File: config.mk
export PLATFORM = sky130hd
export DESIGN_NAME = memory_controller_flat
export DESIGN_NICKNAME = d
export VERILOG_FILES = /design/src/rtl/viola_defs.sv /design/src/rtl/memory_controller_if.sv /design/src/rtl/memory_controller_load_extend.sv /design/src/rtl/memory_controller.sv /design/src/flat_wrapper.sv
export SDC_FILE = /design/constraint.sdc
export NUM_CORES = 1
export LEC_CHECK = 0
export CAP_MARGIN = 20
export CORE_AREA = 2 2 156 158
export CTS_CLUSTER_SIZE = 30
export DETAILED_ROUTE_END_ITERATION = 6
export DIE_AREA = 0 0 158 160
export HOLD_SLACK_MARGIN = 0.08
export MAX_ROUTING_LAYER = met4
export PLACE_DENSITY = 0.82
export SLEW_MARGIN = 15
export SYNTH_ARGS = -nofsm -noshare
export SYNTH_HDL_FRONTEND = slang
export SYNTH_SLANG_ARGS = --single-unit
File: constraint.sdc
create_clock -name clk -period 11.1 [get_ports clk]
set_input_delay 2.22 -clock clk [delete_from_list [all_inputs] [get_ports clk]]
set_output_delay 2.22 -clock clk [all_outputs]
set_load 0.05 [all_outputs]
File: src/rtl/viola_defs.sv
// Op encodings shared by the decoder, load/store buffer and memory controller,
// plus helpers that classify load/store ops by access width and direction.
package viola_defs;

  localparam logic [4:0] OP_ADD  = 5'b00000;
  localparam logic [4:0] OP_LB   = 5'b10010;
  localparam logic [4:0] OP_LH   = 5'b10011;
  localparam logic [4:0] OP_LW   = 5'b10100;
  localparam logic [4:0] OP_LBU  = 5'b10101;
  localparam logic [4:0] OP_LHU  = 5'b10110;
  localparam logic [4:0] OP_SB   = 5'b10111;
  localparam logic [4:0] OP_SH   = 5'b11000;
  localparam logic [4:0] OP_SW   = 5'b11001;
  localparam logic [4:0] OP_NONE = 5'b11111;

  function automatic logic op_is_load(input logic [4:0] op);
    return (op == OP_LB) || (op == OP_LH) || (op == OP_LW) ||
           (op == OP_LBU) || (op == OP_LHU);
  endfunction

  function automatic logic op_is_store(input logic [4:0] op);
    return (op == OP_SB) || (op == OP_SH) || (op == OP_SW);
  endfunction

  function automatic logic [2:0] op_bytes(input logic [4:0] op);
    case (op)
      OP_LB, OP_LBU, OP_SB: return 3'd1;
      OP_LH, OP_LHU, OP_SH: return 3'd2;
      default:              return 3'd4;
    endcase
  endfunction

endpackage

File: src/rtl/memory_controller_if.sv
// Request/response ports of the memory controller and its byte-wide RAM bus.
interface memory_controller_if;
  logic        if_req;
  logic [31:0] if_addr;
  logic        if_done;
  logic [31:0] if_ins;
  logic [31:0] if_pc_out;
  logic        ls_req;
  logic [4:0]  ls_op;
  logic [31:0] ls_addr;
  logic [31:0] ls_data;
  logic [2:0]  ls_rob;
  logic        ls_done;
  logic [31:0] ls_value;
  logic [2:0]  ls_rob_out;
  logic [7:0]  mem_din;
  logic [7:0]  mem_dout;
  logic [31:0] mem_a;
  logic        mem_wr;
  logic        busy;

  modport slave (
    input  if_req, if_addr, ls_req, ls_op, ls_addr, ls_data, ls_rob, mem_din,
    output if_done, if_ins, if_pc_out, ls_done, ls_value, ls_rob_out,
           mem_dout, mem_a, mem_wr, busy
  );

  modport master (
    output if_req, if_addr, ls_req, ls_op, ls_addr, ls_data, ls_rob, mem_din,
    input  if_done, if_ins, if_pc_out, ls_done, ls_value, ls_rob_out,
           mem_dout, mem_a, mem_wr, busy
  );
endinterface

File: src/rtl/memory_controller_load_extend.sv
// Sign/zero extension of an assembled little-endian load word by load op.
module load_extend
  import viola_defs::*;
(
  input  logic [4:0]  i_op,
  input  logic [31:0] i_raw,
  output logic [31:0] o_ext
);
  always_comb begin
    case (i_op)
      OP_LB:   o_ext = {{24{i_raw[7]}}, i_raw[7:0]};
      OP_LBU:  o_ext = {24'd0, i_raw[7:0]};
      OP_LH:   o_ext = {{16{i_raw[15]}}, i_raw[15:0]};
      OP_LHU:  o_ext = {16'd0, i_raw[15:0]};
      default: o_ext = i_raw;
    endcase
  end
endmodule

File: src/rtl/memory_controller.sv
// Round-robin arbiter between fetch and load/store ports driving a byte-wide RAM,
// one byte per cycle, returning assembled words and store completions.
module memory_controller
  import viola_defs::*;
(
  input  logic              clk,
  input  logic              rst,
  memory_controller_if.slave bus
);
  typedef enum logic [1:0] {S_IDLE, S_READ, S_WRITE} state_e;
  typedef enum logic {P_FETCH, P_LS} port_e;

  state_e      r_state, s_nx;
  port_e       r_last, last_nx, r_port, port_nx;
  logic [31:0] r_addr, addr_nx, r_buf, buf_nx, r_data, data_nx;
  logic [2:0]  r_n, n_nx, r_rob, rob_nx;
  logic [1:0]  r_k, k_nx;
  logic [4:0]  r_op, op_nx;
  logic [31:0] r_mem_a, mema_nx;
  logic [7:0]  r_mem_dout, dout_nx;
  logic        r_mem_wr, wr_nx;
  logic        r_if_done, ifd_nx, r_ls_done, lsd_nx;
  logic [31:0] r_if_ins, ins_nx, r_if_pc, pc_nx, r_ls_value, val_nx;
  logic [2:0]  r_ls_rob, lrob_nx;

  logic        w_if_ok, w_ls_ok, w_gnt_ls, w_last;
  logic [1:0]  w_k1;
  logic [31:0] w_raw, w_ext, w_next_a;

  // A port whose done is high this cycle is still holding the request it just finished.
  assign w_if_ok  = bus.if_req && !r_if_done;
  assign w_ls_ok  = bus.ls_req && !r_ls_done &&
                    (op_is_load(bus.ls_op) || op_is_store(bus.ls_op));
  assign w_gnt_ls = w_ls_ok && (!w_if_ok || (r_last == P_FETCH));
  assign w_last   = ((3'(r_k) + 3'd1) == r_n);
  assign w_k1     = r_k + 2'd1;
  assign w_next_a = r_addr + {30'd0, r_k} + 32'd1;

  always_comb begin
    w_raw = r_buf;
    w_raw[{r_k, 3'b000} +: 8] = bus.mem_din;
  end

  load_extend u_ext (.i_op(r_op), .i_raw(w_raw), .o_ext(w_ext));

  always_comb begin
    s_nx = r_state; last_nx = r_last; port_nx = r_port; addr_nx = r_addr;
    n_nx = r_n; k_nx = r_k; buf_nx = r_buf; op_nx = r_op; rob_nx = r_rob;
    data_nx = r_data; mema_nx = r_mem_a; dout_nx = r_mem_dout; wr_nx = r_mem_wr;
    ifd_nx = 1'b0; ins_nx = r_if_ins; pc_nx = r_if_pc;
    lsd_nx = 1'b0; val_nx = r_ls_value; lrob_nx = r_ls_rob;
    unique case (r_state)
      S_IDLE: begin
        if (w_if_ok || w_ls_ok) begin
          k_nx   = 2'd0;
          buf_nx = 32'd0;
          if (w_gnt_ls) begin
            port_nx = P_LS;    last_nx = P_LS;
            addr_nx = bus.ls_addr; mema_nx = bus.ls_addr;
            op_nx   = bus.ls_op;   n_nx = op_bytes(bus.ls_op);
            rob_nx  = bus.ls_rob;  data_nx = bus.ls_data;
            if (op_is_store(bus.ls_op)) begin
              s_nx    = S_WRITE;
              wr_nx   = 1'b1;
              dout_nx = bus.ls_data[7:0];
            end else begin
              s_nx = S_READ;
            end
          end else begin
            port_nx = P_FETCH; last_nx = P_FETCH;
            addr_nx = bus.if_addr; mema_nx = bus.if_addr;
            op_nx   = OP_LW;       n_nx = 3'd4;
            s_nx    = S_READ;
          end
        end
      end
      S_READ: begin
        buf_nx = w_raw;
        if (w_last) begin
          s_nx = S_IDLE;
          if (r_port == P_FETCH) begin
            ifd_nx = 1'b1; ins_nx = w_raw; pc_nx = r_addr;
          end else begin
            lsd_nx = 1'b1; val_nx = w_ext; lrob_nx = r_rob;
          end
        end else begin
          k_nx = w_k1; mema_nx = w_next_a;
        end
      end
      S_WRITE: begin
        if (w_last) begin
          s_nx = S_IDLE; wr_nx = 1'b0;
          lsd_nx = 1'b1; val_nx = 32'd0; lrob_nx = r_rob;
        end else begin
          k_nx = w_k1; mema_nx = w_next_a;
          dout_nx = r_data[{w_k1, 3'b000} +: 8];
        end
      end
      default: s_nx = S_IDLE;
    endcase
  end

  always_ff @(posedge clk or posedge rst) begin
    if (rst) begin
      r_state <= S_IDLE; r_last <= P_FETCH; r_port <= P_FETCH;
      r_addr <= '0; r_n <= '0; r_k <= '0; r_buf <= '0; r_op <= OP_NONE;
      r_rob <= '0; r_data <= '0; r_mem_a <= '0; r_mem_dout <= '0; r_mem_wr <= 1'b0;
      r_if_done <= 1'b0; r_if_ins <= '0; r_if_pc <= '0;
      r_ls_done <= 1'b0; r_ls_value <= '0; r_ls_rob <= '0;
    end else begin
      r_state <= s_nx; r_last <= last_nx; r_port <= port_nx;
      r_addr <= addr_nx; r_n <= n_nx; r_k <= k_nx; r_buf <= buf_nx; r_op <= op_nx;
      r_rob <= rob_nx; r_data <= data_nx; r_mem_a <= mema_nx; r_mem_dout <= dout_nx;
      r_mem_wr <= wr_nx;
      r_if_done <= ifd_nx; r_if_ins <= ins_nx; r_if_pc <= pc_nx;
      r_ls_done <= lsd_nx; r_ls_value <= val_nx; r_ls_rob <= lrob_nx;
    end
  end

  assign bus.if_done    = r_if_done;
  assign bus.if_ins     = r_if_ins;
  assign bus.if_pc_out  = r_if_pc;
  assign bus.ls_done    = r_ls_done;
  assign bus.ls_value   = r_ls_value;
  assign bus.ls_rob_out = r_ls_rob;
  assign bus.mem_a      = r_mem_a;
  assign bus.mem_dout   = r_mem_dout;
  assign bus.mem_wr     = r_mem_wr;
  assign bus.busy       = (r_state != S_IDLE);
endmodule

File: src/flat_wrapper.sv
// flat-port wrapper written by rule: the top's interface ports become plain ports
module memory_controller_flat import viola_defs::*;
  (clk, rst, bus_if_req, bus_if_addr, bus_ls_req, bus_ls_op, bus_ls_addr, bus_ls_data, bus_ls_rob, bus_mem_din, bus_if_done, bus_if_ins, bus_if_pc_out, bus_ls_done, bus_ls_value, bus_ls_rob_out, bus_mem_dout, bus_mem_a, bus_mem_wr, bus_busy);
  memory_controller_if bus_i ();
  input  logic clk;
  input  logic rst;
  input wire logic [$bits(bus_i.if_req)-1:0] bus_if_req;
  input wire logic [$bits(bus_i.if_addr)-1:0] bus_if_addr;
  input wire logic [$bits(bus_i.ls_req)-1:0] bus_ls_req;
  input wire logic [$bits(bus_i.ls_op)-1:0] bus_ls_op;
  input wire logic [$bits(bus_i.ls_addr)-1:0] bus_ls_addr;
  input wire logic [$bits(bus_i.ls_data)-1:0] bus_ls_data;
  input wire logic [$bits(bus_i.ls_rob)-1:0] bus_ls_rob;
  input wire logic [$bits(bus_i.mem_din)-1:0] bus_mem_din;
  output wire logic [$bits(bus_i.if_done)-1:0] bus_if_done;
  output wire logic [$bits(bus_i.if_ins)-1:0] bus_if_ins;
  output wire logic [$bits(bus_i.if_pc_out)-1:0] bus_if_pc_out;
  output wire logic [$bits(bus_i.ls_done)-1:0] bus_ls_done;
  output wire logic [$bits(bus_i.ls_value)-1:0] bus_ls_value;
  output wire logic [$bits(bus_i.ls_rob_out)-1:0] bus_ls_rob_out;
  output wire logic [$bits(bus_i.mem_dout)-1:0] bus_mem_dout;
  output wire logic [$bits(bus_i.mem_a)-1:0] bus_mem_a;
  output wire logic [$bits(bus_i.mem_wr)-1:0] bus_mem_wr;
  output wire logic [$bits(bus_i.busy)-1:0] bus_busy;
  assign bus_i.if_req = bus_if_req;
  assign bus_i.if_addr = bus_if_addr;
  assign bus_i.ls_req = bus_ls_req;
  assign bus_i.ls_op = bus_ls_op;
  assign bus_i.ls_addr = bus_ls_addr;
  assign bus_i.ls_data = bus_ls_data;
  assign bus_i.ls_rob = bus_ls_rob;
  assign bus_i.mem_din = bus_mem_din;
  assign bus_if_done = bus_i.if_done;
  assign bus_if_ins = bus_i.if_ins;
  assign bus_if_pc_out = bus_i.if_pc_out;
  assign bus_ls_done = bus_i.ls_done;
  assign bus_ls_value = bus_i.ls_value;
  assign bus_ls_rob_out = bus_i.ls_rob_out;
  assign bus_mem_dout = bus_i.mem_dout;
  assign bus_mem_a = bus_i.mem_a;
  assign bus_mem_wr = bus_i.mem_wr;
  assign bus_busy = bus_i.busy;
  memory_controller u_core (.clk(clk), .rst(rst), .bus(bus_i));
endmodule
==> flow_metrics.env <==
export IMPL_worst_ep_required_time_ns=8.88
export IMPL_fin_skew_ns=0.0180
export IMPL_netlist_area_um2=11800
export IMPL_start_kind="register"
export IMPL_cp_arrival_ns=2.29
export IMPL_synth_top_area_share_pct=52.6
export IMPL_seq_area_frac_synth_pct=53.7
export IMPL_grt_pass1_vias=9652
export IMPL_final_setup_tns_ns=0
export IMPL_fin_crit_ns=4.51
export IMPL_synth_top_family_by_area="simple AND/OR/NAND/NOR gates"
export IMPL_synthTopCellsByCount="nand2_1, dfrtp_1, o21ai_0"
export IMPL_hold_slack_ns=0.471
export IMPL_synth_top_cell_by_area="dfrtp_1"
export IMPL_syn_instance_count=1131
export IMPL_max_cap_violations=0
export IMPL_cts_path_max_buffers=3
export IMPL_dr_pass1_iters=7
export IMPL_ant_nets=0
export IMPL_yosysWarnings=0
export IMPL_worstSetupPathType="reg2out"
export IMPL_vias=9527
export IMPL_cts_sinks=254
export IMPL_postLayoutCellArea_um2=15700
export IMPL_max_slew_margin_rel_pct=30.5
export IMPL_synth_edf_count=0
export IMPL_antenna_found_initial=0
export IMPL_synthMuxAreaShare_pct=10.1
export IMPL_finalCritPeriodShare_pct=40.7
export IMPL_max_freq_ghz=0.222
export IMPL_r2r_cells=8
export IMPL_synth_compound_area_share_pct=13.9
export IMPL_drtIter0Drc=500
export IMPL_htreeDepth=1
export IMPL_core_rowCount=57
export IMPL_grt_pass1_wl_mm=50.4
export IMPL_core_um2=23800
export IMPL_power_leakage_nw=6.98
export IMPL_die_w_um=158
export IMPL_nFillCells=1879
export IMPL_drc=0
export IMPL_nNetsFinal=1494
export IMPL_pin_count=259
export IMPL_r2r_end="u_core.bus.ls_value[16]$_DFFE_PP0P_"
export IMPL_post_dp_hpwl_mm=20.9
export IMPL_gp_congestion=0.849
export IMPL_synth_ff_type="dfrtp_1"
export IMPL_antenna_cells=0
export IMPL_hold_viol_final=0
export IMPL_reg2reg_slack_ns=7.14
export IMPL_post_drt_wl_per_cell_um=18.1
export IMPL_maxSlewViolCount=0
export IMPL_worst_pin_slew_ns=1.03
export IMPL_synth_most_common_cell="nand2_1"
export IMPL_cts_repair_resized=0
export IMPL_cts_hold_buffers=0
export IMPL_outcome="finished, final reports clean"
export IMPL_dieArea_um2=25300
export IMPL_setup_viol=0
export IMPL_die_height_um=160
export IMPL_ys_ff_latch=254
export IMPL_cts_setup_buffers=0
export IMPL_ys_types=72
export IMPL_end_kind="output port"
export IMPL_root_buffer="clkbuf_16"
export IMPL_cts_tree="done"
export IMPL_crit_path_max_fanout=7
export IMPL_worstReg2RegStart="u_core.r_k[0]$_DFFE_PP0P_"
export IMPL_ir_drop_mv=0.195
export IMPL_async_reset_ff_share_pct=100
export IMPL_hold_path_depth=2
export IMPL_initial_core_util_pct=49.7
export IMPL_synth_simple_area_share_pct=16.0
export IMPL_synth_adder_area_share_pct=1.33
export IMPL_yosys_area_share_xor_xnor_pct=1.63
export IMPL_syn_to_final_growth_pct=32.2
export IMPL_port_buffers=258
export IMPL_hold_class="reg2reg"
export IMPL_p_per_area_nw_per_um2=301
export IMPL_min_to="u_core.r_rob[2]$_DFFE_PP0P_"
export IMPL_insertion_delay_ns=0.53
export IMPL_cts_reportedPaths_clkPinSlew_ns=0.06
export IMPL_rsz0062_at_grt="false"
export IMPL_viasPerCell=5.57
export IMPL_synthTopCellsByArea="dfrtp_1, nand2_1, mux2_2"
export IMPL_overflow=0
export IMPL_wirelength_mm=31.0
export IMPL_synth_nets=1259
export IMPL_power_mw=4.71
export IMPL_final_layout_size_suffix_gt1_share_pct=11.8
export IMPL_syn_avg_cell_area_um2=10.5
export IMPL_min_from="u_core.r_rob[2]$_DFFE_PP0P_"
export IMPL_track_usage_pct=25.5
export IMPL_placed_cell_area_um2=14700
export IMPL_grt_max_degree=106
export IMPL_cts_buffers=26
==> metal layers <==
layer,share of wire [%],GRT usage (%),vias to the layer above
met5,0,-,-
met4,2.1,6.63,0
met3,6.0,3.28,58
met2,49,41.7,341
met1,43,33.7,4722
li1,-,-,4406
==> power by group <==
group | internal, mW | switching [mW] | leakage, nW
clock network | 0.570 | 0.361 | 0.460
logic | 0.799 | 1.42 | 3.39
registers | 1.28 | 0.270 | 3.14
total | 2.65 | 2.05 | 6.98
==> kinds of logic (layout without fill, tap and decap cells) <==
group                      count (synthesis)  in the layout
AOI/OAI and AO/OA                        251            251
xor gates and xnor gates                  22             22
adders and majority gates                 12             12
buffers and inverters                     95            350
DFF                                      254            254
muxes                                    102            102
and+or+nand+nor                          395            395
==> cell type report <==
type | instances | area (um2) | share of cell area [%]
clock buffers | 43 | 856 | 5.47
clock inverters | 5 | 77.6 | 0.495
inverters | 29 | 116 | 0.743
multi-input cells | 782 | 5120 | 32.7
flip-flops and latches | 254 | 6360 | 40.6
well taps | 324 | 405 | 2.59
repair buffers | 273 | 2720 | 17.4
==> cell usage in the layout (no fill, tap or decap), types with 13 or more instances in the layout <==
| master | count |
|---|---|
| inv_1 | 28 |
| buf_4 | 13 |
| or3_1 | 15 |
| nand2_1 | 255 |
| o21ai_0 | 99 |
| clkdlybuf4s50_1 | 258 |
| mux2_2 | 59 |
| dfrtp_1 | 249 |
| a21oi_1 | 46 |
| a22o_1 | 20 |
| mux2i_1 | 35 |
| nor3_1 | 14 |
| xnor2_1 | 15 |
| o2bb2ai_1 | 32 |
| clkbuf_16 | 27 |
| nor2b_1 | 34 |
==> worst max-delay path, stage by stage, from the launching register on <==
cell	delay, ns
dfrtp_1	0.36
inv_1	0.08
ha_1	0.30
inv_1	0.17
clkdlybuf4s50_1	0.86
==> worst max path at each step <==
stage	startpoint	end	slack, ns	cells after the start
after floorplan	rst	u_core.bus.if_done$_DFF_PP0_	1.90	1
after global placement	bus_ls_op[3]	u_core.r_rob[2]$_DFFE_PP0P_	6.30	8
after detailed placement	bus_ls_op[3]	u_core.r_op[1]$_DFFE_PP1P_	6.19	7
after CTS	u_core.r_state[0]$_DFFE_PP0P_	bus_busy	6.58	4
after global routing	u_core.r_state[0]$_DFFE_PP0P_	bus_busy	6.52	4
final	u_core.r_state[0]$_DFFE_PP0P_	bus_busy	6.59	4
==> through the flow <==
| step | util, % | std cells | setup slack (ns) |
|---|---|---|---|
| after floorplan | - | 1131 | 1.90 |
| after global placement | 61.6 | 1660 | 6.30 |
| after detailed placement | 61.6 | 1660 | 6.19 |
| after CTS | 65.6 | 1708 | 6.58 |
| after global routing | 65.7 | 1710 | 6.52 |
| final | 65.7 | 1710 | 6.59 |
==> sequential cells by signal, summed over array words and instances, names as in the netlist, 5 cells and up <==
register,cells
u_core.bus.if_ins,32
u_core.bus.if_pc_out,32
u_core.bus.mem_a,32
u_core.r_buf,32
u_core.bus.mem_dout,8
u_core.r_addr,32
u_core.bus.ls_value,32
u_core.r_op,5
u_core.r_data,32
No activity file was read; power rests on OpenSTA's default activity.
